===== src/rtl/sonar_pkg.sv =====
// Shared types and default timing constants for the HC-SR04 sonar range unit.
// Timing defaults assume a 50 MHz system clock.
package sonar_pkg;

   localparam int CLK_HZ        = 50_000_000;
   localparam int TRIGGER_CYC   = 500;
   localparam int CYCLES_PER_CM = 2941;
   localparam int TIMEOUT_CYC   = 1_500_000;

   typedef enum logic [3:0] {
      S_IDLE      = 4'd0,
      S_TRIG      = 4'd1,
      S_WAIT_ECHO = 4'd2,
      S_MEASURE   = 4'd3,
      S_ROUND     = 4'd4,
      S_DONE      = 4'd5,
      S_TOUT      = 4'd6
   } state_e;

   typedef logic [3:0] bcd_digit_t;

   typedef struct packed {
      bcd_digit_t hund;
      bcd_digit_t tens;
      bcd_digit_t units;
   } bcd3_t;

   // Decimal increment of a 3-digit BCD value that sticks at 999.
   function automatic bcd3_t bcd3_inc_sat(input bcd3_t v);
      bcd3_t r;
      r = v;
      if (v == 12'h999) begin
         r = v;
      end else if (v.units != 4'd9) begin
         r.units = v.units + 4'd1;
      end else begin
         r.units = 4'd0;
         if (v.tens != 4'd9) begin
            r.tens = v.tens + 4'd1;
         end else begin
            r.tens = 4'd0;
            r.hund = v.hund + 4'd1;
         end
      end
      return r;
   endfunction

endpackage


===== src/rtl/sonar_range_unit_bcd_counter3.sv =====
// Three-digit BCD counter (bcd_counter3): synchronous clear, increment enable,
// saturation at 999. Also exposes its next value for same-edge consumers.
module bcd_counter3
   import sonar_pkg::*;
(
   input  logic  clock,
   input  logic  reset,
   input  logic  clr,
   input  logic  inc,
   output bcd3_t count,
   output bcd3_t count_nxt
);

   bcd3_t count_q, count_d;

   // NOTE: every combinational output gets a default first so no path can infer a latch.
   always_comb begin
      count_d = count_q;
      if (clr) begin
         count_d = '0;
      end else if (inc) begin
         count_d = bcd3_inc_sat(count_q);
      end
   end

   // NOTE: state flops use non-blocking assignments so every flop samples pre-edge values.
   always_ff @(posedge clock) begin
      if (reset) begin
         count_q <= '0;
      end else begin
         count_q <= count_d;
      end
   end

   assign count     = count_q;
   assign count_nxt = count_d;

endmodule


===== src/rtl/sonar_range_unit.sv =====
// HC-SR04 front end: trigger pulse, echo timing, centimetre conversion to BCD.
// Define SONAR_ROUND_EN for half-up rounding; otherwise the result is truncated.
module sonar_range_unit
   import sonar_pkg::*;
#(
   parameter int TRIGGER_CYC   = sonar_pkg::TRIGGER_CYC,
   parameter int CYCLES_PER_CM = sonar_pkg::CYCLES_PER_CM,
   parameter int TIMEOUT_CYC   = sonar_pkg::TIMEOUT_CYC
) (
   input  logic        clock,
   input  logic        reset,
   input  logic        medir,
   input  logic        echo,
   output logic        trigger,
   output logic [11:0] medida,
   output logic        pronto,
   output logic        timeout,
   output logic        ocupado,
   output logic [3:0]  db_estado
);

   localparam int TMR_MAX = (TIMEOUT_CYC > TRIGGER_CYC) ? TIMEOUT_CYC : TRIGGER_CYC;
   localparam int TMR_W   = $clog2(TMR_MAX);
   localparam int DIV_W   = $clog2(CYCLES_PER_CM);

   localparam logic [TMR_W-1:0] TRIG_LAST = TMR_W'(TRIGGER_CYC - 1);
   localparam logic [TMR_W-1:0] TOUT_LAST = TMR_W'(TIMEOUT_CYC - 1);
   localparam logic [DIV_W-1:0] DIV_LAST  = DIV_W'(CYCLES_PER_CM - 1);
`ifdef SONAR_ROUND_EN
   localparam logic [DIV_W-1:0] DIV_HALF  = DIV_W'(CYCLES_PER_CM / 2);
`endif

   state_e           state_q, state_d;
   logic [TMR_W-1:0] timer_q, timer_d;
   logic [DIV_W-1:0] cm_div_q, cm_div_d;
   bcd3_t            medida_q, medida_d;
   logic             echo_s1_q, echo_s2_q;
   logic             trigger_q, trigger_d;
   logic             pronto_q, pronto_d;
   logic             timeout_q, timeout_d;
   logic             ocupado_q, ocupado_d;

   logic  acc_clr, acc_inc, round_up;
   bcd3_t acc, acc_nxt;

   bcd_counter3 u_acc (
      .clock     (clock),
      .reset     (reset),
      .clr       (acc_clr),
      .inc       (acc_inc),
      .count     (acc),
      .count_nxt (acc_nxt)
   );

   always_comb begin
      state_d  = state_q;
      timer_d  = timer_q;
      cm_div_d = cm_div_q;
      medida_d = medida_q;
      acc_clr  = 1'b0;
      acc_inc  = 1'b0;
      round_up = 1'b0;

      case (state_q)
         S_IDLE: begin
            if (medir) begin
               state_d  = S_TRIG;
               timer_d  = '0;
               cm_div_d = '0;
               acc_clr  = 1'b1;
            end
         end
         S_TRIG: begin
            if (timer_q == TRIG_LAST) begin
               state_d = S_WAIT_ECHO;
               timer_d = '0;
            end else begin
               timer_d = timer_q + TMR_W'(1);
            end
         end
         S_WAIT_ECHO: begin
            timer_d = timer_q + TMR_W'(1);
            if (timer_q == TOUT_LAST) begin
               state_d = S_TOUT;
            end else if (echo_s2_q) begin
               state_d = S_MEASURE;
            end
         end
         S_MEASURE: begin
            // The timeout budget spans the whole wait + echo window, so the timer keeps running.
            timer_d = timer_q + TMR_W'(1);
            if (cm_div_q == DIV_LAST) begin
               cm_div_d = '0;
               acc_inc  = 1'b1;
            end else begin
               cm_div_d = cm_div_q + DIV_W'(1);
            end
            if (timer_q == TOUT_LAST) begin
               state_d = S_TOUT;
            end else if (!echo_s2_q) begin
               state_d = S_ROUND;
            end
         end
         S_ROUND: begin
`ifdef SONAR_ROUND_EN
            round_up = (cm_div_q >= DIV_HALF);
`endif
            acc_inc  = round_up;
            // Load the final value on entry to DONE so medida is valid while pronto is high.
            medida_d = acc_nxt;
            state_d  = S_DONE;
         end
         S_DONE: begin
            state_d = S_IDLE;
         end
         S_TOUT: begin
            state_d = S_IDLE;
         end
         default: begin
            state_d = S_IDLE;
         end
      endcase

      trigger_d = (state_d == S_TRIG);
      pronto_d  = (state_d == S_DONE);
      timeout_d = (state_d == S_TOUT);
      ocupado_d = (state_d != S_IDLE);
   end

   always_ff @(posedge clock) begin
      if (reset) begin
         state_q   <= S_IDLE;
         timer_q   <= '0;
         cm_div_q  <= '0;
         medida_q  <= '0;
         echo_s1_q <= 1'b0;
         echo_s2_q <= 1'b0;
         trigger_q <= 1'b0;
         pronto_q  <= 1'b0;
         timeout_q <= 1'b0;
         ocupado_q <= 1'b0;
      end else begin
         state_q   <= state_d;
         timer_q   <= timer_d;
         cm_div_q  <= cm_div_d;
         medida_q  <= medida_d;
         echo_s1_q <= echo;
         echo_s2_q <= echo_s1_q;
         trigger_q <= trigger_d;
         pronto_q  <= pronto_d;
         timeout_q <= timeout_d;
         ocupado_q <= ocupado_d;
      end
   end

   assign trigger   = trigger_q;
   assign medida    = medida_q;
   assign pronto    = pronto_q;
   assign timeout   = timeout_q;
   assign ocupado   = ocupado_q;
   assign db_estado = state_q;

endmodule

===== config.mk =====
export PLATFORM = sky130hd
export DESIGN_NAME = sonar_range_unit
export DESIGN_NICKNAME = d
export VERILOG_FILES = /design/src/rtl/sonar_pkg.sv /design/src/rtl/sonar_range_unit_bcd_counter3.sv /design/src/rtl/sonar_range_unit.sv
export SDC_FILE = /design/constraint.sdc
export NUM_CORES = 1
export LEC_CHECK = 0
export CORE_UTILIZATION = 35
export CTS_BUF_LIST = sky130_fd_sc_hd__clkbuf_2 sky130_fd_sc_hd__clkbuf_4 sky130_fd_sc_hd__clkbuf_8
export DETAILED_ROUTE_END_ITERATION = 6
export PLACE_DENSITY = 0.61
export SLEW_MARGIN = 30
export SYNTH_ARGS = -nofsm -noshare
export SYNTH_HDL_FRONTEND = slang
export SYNTH_SLANG_ARGS = --single-unit

===== constraint.sdc =====
create_clock -name clock -period 2.3 [get_ports clock]
set_input_delay 0.575 -clock clock [delete_from_list [all_inputs] [get_ports clock]]
set_output_delay 0.575 -clock clock [all_outputs]
set_load 0.1 [all_outputs]

==> results.yml, run 1 <==
outcome:
  outcome: "finished, final reports clean"
power:
  power_frac_clock_pct: 46.0
  ir_worst_vdd_uv: 242
  p_int_mw: 1.80
  p_sw_mw: 0.540
  swShare_pct: 23.1
  p_seq_share_pct: 50.1
  p_total_mw: 2.34
  p_leak_nw: 1.40
  pwr-share-comb_pct: 3.9
  power.density_nw_per_um2: 628
logic_synthesis:
  async_reset_ff_share_pct: 0
  synth-main-ff-cell: "dfxtp_1"
  syn_nets: 377
  yosys_register_bits: 67
  yosysTopAreaCell: "dfxtp_1"
  synth_cells: 366
  avgSynthCellArea_um2: 8.60
  ys_types: 49
  ys_warn_count: 0
  syn_area_um2: 3150
  yosys.area.top_type_share_pct: 42.6
  synth_edf_count: 0
  ys_top_cells_by_area: "dfxtp_1, nor2_1, xor2_1, nand2_1, a21oi_1"
  post-synth-top-count-cell: "dfxtp_1"
  yosys-top-cells-count: "dfxtp_1, nor2_1, nand2_1, xor2_1, a21oi_1"
  ys_seq_area_share_pct: 42.6
timing:
  setup_viol: 0
  final.period_utilization_pct: 86.6
  slew_violations: 0
  tightestPinTransition_ps: 493
  fin_tns_setup_ps: 0
  timing.fmax_mhz: 502
  hold_violations: 0
  relSlewSlack_pct: 66.9
  fin_crit_ps: 1990
  clock_skew_ps: 10.2
  holdWs_ps: 446
  worst_slack_ps: 308
  rsz0062_at_grt: "no"
worst_setup_path:
  critPathMaxStageDelay_ps: 520
  arrival_ps: 2280
  start_kind: "flip-flop"
  worstSetupPathType: "reg2reg"
  cp_slowest_cell: "or4b_1"
  crit_chain: "inv_1 -> ha_1 -> nand4b_1 -> nor4_4 -> nand2_4 -> or4b_1 -> a21oi_1"
  cp_max_fo: 10
  end_kind: "flip-flop"
  required_ps: 2590
place:
  io_buffer_count: 23
  dp_slack_ps: 195
  dpl_cell_area_um2: 3510
  dp_hpwl_um: 4580
  gp_congestion: 0.812
  dp.cells: 495
clock_tree:
  cts.sinks: 67
  ctsHoldBuffers: 0
  cts_tree: "done"
  clock_latency_ps: 350
  post_cts_resized: 0
  clk_pin_slew_ps: 80
  htree_num_levels: 3
  cts_root_buffer: "clkbuf_8"
  cts.path.max_buffers: 2
  post_cts_buffers: 0
  cts_inserted_buffers: 9
die:
  num_rows: 34
  die_y_um: 96.8
  die_area_um2: 9380
  start_util_pct: 36.1
  placeableCoreArea_um2: 8720
  die_w_um: 96.8
  io-pin-count: 24
routing:
  routed_wl_um: 6610
  detail-route-antenna-nets: 0
  vias: 2673
  route.detailed.drc: 0
  dr.pass1.iters: 4
  drtIter0Drc: 109
  wl_per_cell_um: 13.0
  drt-vias-per-instance: 5.24
layout:
  fin_util_pct: 42.7
  drive_gt1_share_pct: 15.2
  syn2layout_area_growth_pct: 18.3
  finalNonFillerCells: 510
  layout.nets: 409
  diodes: 0
  post-route-cell-area_um2: 3720
global_routing:
  antenna_found_initial: 0
  grt_pass1_vias: 2516
  track_usage_pct: 15.2
  grt_max_degree: 22
  overflow: 0
  grt_pass1_wl_um: 11700
flow_run:
  cap_violations: 0
worst_hold_path:
  hold_class: "reg2reg"
path summary, 6_finish.rpt:
path                                  start              end  slack (ps)  cells past startpoint
worst max-delay path            cm_div_q[0]  u_acc.count[10]         310                      7
worst min-delay path              echo_s1_q        echo_s2_q         450                      1
worst max register to register  cm_div_q[0]  u_acc.count[10]         310                      7
worst min register to register    echo_s1_q        echo_s2_q         450                      1
state kept, by name, summed over array words and instances, names as in the netlist, 4 cells and up:
name / cells
db_estado: 4
u_acc.count: 12
timer_q: 21
cm_div_q: 12
medida: 12
cell usage in the layout (no fill, tap or decap), types with 3 or more instances in the layout:
master	instances
or3_1	3
a21o_1	3
nand3b_1	4
clkinvlp_4	3
mux2i_1	6
o22ai_1	4
clkbuf_8	9
buf_4	35
nand4_1	12
nor2b_1	7
nand2_1	28
a31oi_1	4
dfxtp_1	63
nor4_1	3
and2_1	4
inv_1	9
a311oi_1	9
dfxtp_2	4
nor2_1	53
xor2_1	20
nor3_1	10
a21oi_1	18
and3_1	9
o21ai_0	17
and4_1	5
nand3_1	17
clkdlybuf4s50_1	3
xnor2_1	3
ha_1	7
logic make-up (layout without fill, tap and decap cells):
| logic type | count (synthesis) | count (layout) | share of synthesized area [%] |
|---|---|---|---|
| flops | 67 | 67 | 42.6 |
| simple gates | 172 | 172 | 29.9 |
| buf+inv | 26 | 62 | 3.50 |
| xor+xnor | 23 | 23 | 6.40 |
| fa+ha+maj | 7 | 7 | 2.78 |
| compound gates | 64 | 64 | 12.8 |
| mux | 6 | 6 | 1.91 |
| other cells | 1 | 1 | 0.119 |
layer usage:
| layer | part of all wire, % | global-route usage (%) |
|---|---|---|
| met1 | 50 | 20.7 |
| met2 | 43 | 22.7 |
| met3 | 4.6 | 4.77 |
| met4 | 1.6 | 5.28 |
| met5 | 0 | 0 |
power by group through the flow:
| stage | Clock [mW] | Sequential, mW | Combinational, mW |
|---|---|---|---|
| CTS | 1.10 | 1.17 | 0.0925 |
| finish | 1.07 | 1.17 | 0.0911 |
| detailed placement | 0 | 1.20 | 0.0921 |
| global placement | 0 | 1.20 | 0.0917 |
| global route | 1.15 | 1.17 | 0.0993 |
| floorplan | 0 | 1.22 | 0.0449 |
worst max-delay path, delay by kind of cell, from the launching register on:
| kind | cells | cell delay, ps |
|---|---|---|
| buffers and inverters | 1 | 50 |
| AND/OR/NAND/NOR | 4 | 1300 |
| AO/OA/AOI/OAI | 1 | 130 |
| adder cells (fa/ha/maj) | 1 | 140 |
| flip-flops | 1 | 310 |
layout make-up:
type / count / area [um2]
clock buffer: 9 / 124
clock inverter: 6 / 91.3
sequential: 67 / 1350
fill: 864 / 5000
timing repair buffer: 38 / 293
multi-input combinational: 273 / 1700
inverter: 9 / 33.8
tap: 108 / 135
Power figures use the tool's default switching activity.
==> inputs of run 2 (changes only) <==
--- a/config.mk
+++ b/config.mk
@@ -6,7 +6,7 @@
 export NUM_CORES = 1
 export LEC_CHECK = 0
 export CORE_UTILIZATION = 35
-export CTS_BUF_LIST = sky130_fd_sc_hd__clkbuf_2 sky130_fd_sc_hd__clkbuf_4 sky130_fd_sc_hd__clkbuf_8
+export CTS_BUF_LIST = sky130_fd_sc_hd__clkbuf_16
 export DETAILED_ROUTE_END_ITERATION = 6
 export PLACE_DENSITY = 0.61
 export SLEW_MARGIN = 30
==> results.yml, run 2 (synthesis results as in run 1) <==
timing:
  setup_viol: 0
  clock_skew_ps: 7.41
  fin_crit_ps: 1980
  hold_violations: 0
  final.period_utilization_pct: 86.2
  relSlewSlack_pct: 66.1
  slew_violations: 0
  timing.fmax_mhz: 504
  tightestPinTransition_ps: 504
  rsz0062_at_grt: "no"
worst_setup_path:
  regToRegEndpoint: "u_acc.count[10]"
  worst-r2r-cell-count: 7
  crit_buf_inv: 1
  r2r_slack_ps: 320
  timing.rr.start: "cm_div_q[0]"
  required_ps: 2560
  arrival_ps: 2250
  start_kind: "flip-flop"
  critPathMaxStageDelay_ps: 520
  crit_chain: "inv_1 -> ha_1 -> nand4b_1 -> nor4_4 -> nand2_4 -> or4b_1 -> a21oi_1"
  cp.depth: 7
  cp_max_fo: 10
  worstSetupPathType: "reg2reg"
  end_kind: "flip-flop"
  cp_slowest_cell: "or4b_1"
  cp_top_family: "simple AND/OR/NAND/NOR gates"
clock_tree:
  cts_tree: "done"
  cts.sinks: 67
  post_cts_resized: 0
  cts_root_buffer: "clkbuf_16"
  clock_latency_ps: 330
  ctsHoldBuffers: 0
  clk_pin_slew_ps: 60
  htree_num_levels: 3
  post_cts_buffers: 0
  cts_inserted_buffers: 9
  cts.path.max_buffers: 2
layout:
  diodes: 0
  drive_gt1_share_pct: 15.2
  final_cell_mix: "dfxtp_1, nor2_1, buf_4, nand2_1, xor2_1"
  mostFrequentLayoutCell: "dfxtp_1"
  layout.nets: 409
  post-route-cell-area_um2: 3830
  syn2layout_area_growth_pct: 21.5
  fin_util_pct: 43.9
  largest_register_ffs: 21
  regMostFlops: "timer_q"
routing:
  routed_wl_um: 6640
  detail-route-antenna-nets: 0
  drtIter0Drc: 94
  route.detailed.drc: 0
  dr.pass1.iters: 4
  wl_per_cell_um: 13.0
  vias: 2678
  drt-vias-per-instance: 5.25
power:
  p_sw_mw: 0.578
  power_frac_clock_pct: 53.4
  p_leak_nw: 1.44
  pwr-share-comb_pct: 3.4
  p_seq_share_pct: 43.2
  p_int_mw: 2.14
  swShare_pct: 21.3
  power.density_nw_per_um2: 710
  ir_worst_vdd_uv: 299
global_routing:
  grt_max_degree: 22
  overflow: 0
  antenna_found_initial: 0
  grt_pass1_vias: 2495
  grt_pass1_wl_um: 11700
  track_usage_pct: 15.4
worst_hold_path:
  hold_start: "echo_s1_q"
  whs_path_depth: 1
  hold_class: "reg2reg"
  holdPathEnd: "echo_s2_q"
place:
  dpl_cell_area_um2: 3510
  gp_congestion: 0.812
  dp_hpwl_um: 4580
  io_buffer_count: 23
flow_run:
  cap_violations: 0
die:
  die_w_um: 96.8
  placeableCoreArea_um2: 8720
  start_util_pct: 36.1
  num_rows: 34
  io-pin-count: 24
  die_area_um2: 9380
  die_y_um: 96.8
outcome:
  outcome: "finished, final reports clean"
[run 2: area by class of cell]
type,instances,area (um2)
well taps,108,135
fillers,852,4890
clock buffers,9,225
flip-flops and latches,67,1350
multi-input cells,273,1700
repair buffers,38,293
inverters,9,33.8
clock inverters,6,91.3
[run 2: how the worst max path moves through the flow]
stage	startpoint	end	slack [ps]
4_1_cts	cm_div_q[0]	u_acc.count[10]	300
3_5_place_dp	medir	timer_q[20]	190
2_1_floorplan	db_estado[0]	u_acc.count[10]	-50
5_1_grt	cm_div_q[0]	u_acc.count[10]	130
6_report	cm_div_q[0]	u_acc.count[10]	320
3_3_place_gp	medir	timer_q[14]	220
[run 2: routing by layer]
layer	up-vias	routed length, um	GRT usage [%]
met5	-	0	0
met4	0	85	5.63
met3	9	302	5.27
met2	56	2930	22.6
met1	1245	3320	20.7
li1	1368	-	-
[run 2: worst register-to-register path: stages (launching register included)]
cell and delay, ps:
dfxtp_1 300, inv_1 50, ha_1 140, nand4b_1 220, nor4_4 430, nand2_4 130, or4b_1 520, a21oi_1 130
[run 2: power groups by stage]
stage	Clock [mW]	Combinational, mW	Sequential (mW)
after floorplan	0	0.0449	1.22
after global placement	0	0.0917	1.20
after detailed placement	0	0.0921	1.20
after CTS	1.50	0.0925	1.17
after global routing	1.55	0.0993	1.17
final	1.45	0.0911	1.17
[run 2: metrics by stage]
stage | power (mW) | setup TNS (ps) | setup WS (ps) | cells | hold WS [ps]
2_1_floorplan | 1.26 | -52.7 | -52.7 | 366 | 414
3_3_place_gp | 1.29 | 0 | 218 | 495 | 421
3_5_place_dp | 1.29 | 0 | 195 | 495 | 436
4_1_cts | 2.76 | 0 | 299 | 510 | 449
5_1_grt | 2.82 | 0 | 134 | 510 | 456
6_report | 2.72 | 0 | 317 | 510 | 441
==> inputs of run 3 (changes only) <==
--- a/config.mk
+++ b/config.mk
@@ -8,8 +8,9 @@
 export CORE_UTILIZATION = 35
 export CTS_BUF_LIST = sky130_fd_sc_hd__clkbuf_16
 export DETAILED_ROUTE_END_ITERATION = 6
+export GPL_TIMING_DRIVEN = 1
 export PLACE_DENSITY = 0.61
-export SLEW_MARGIN = 30
+export SLEW_MARGIN = 20
 export SYNTH_ARGS = -nofsm -noshare
 export SYNTH_HDL_FRONTEND = slang
 export SYNTH_SLANG_ARGS = --single-unit
==> results of run 3 <==
The final DEF is identical to that of run 2; final timing and power are the same.
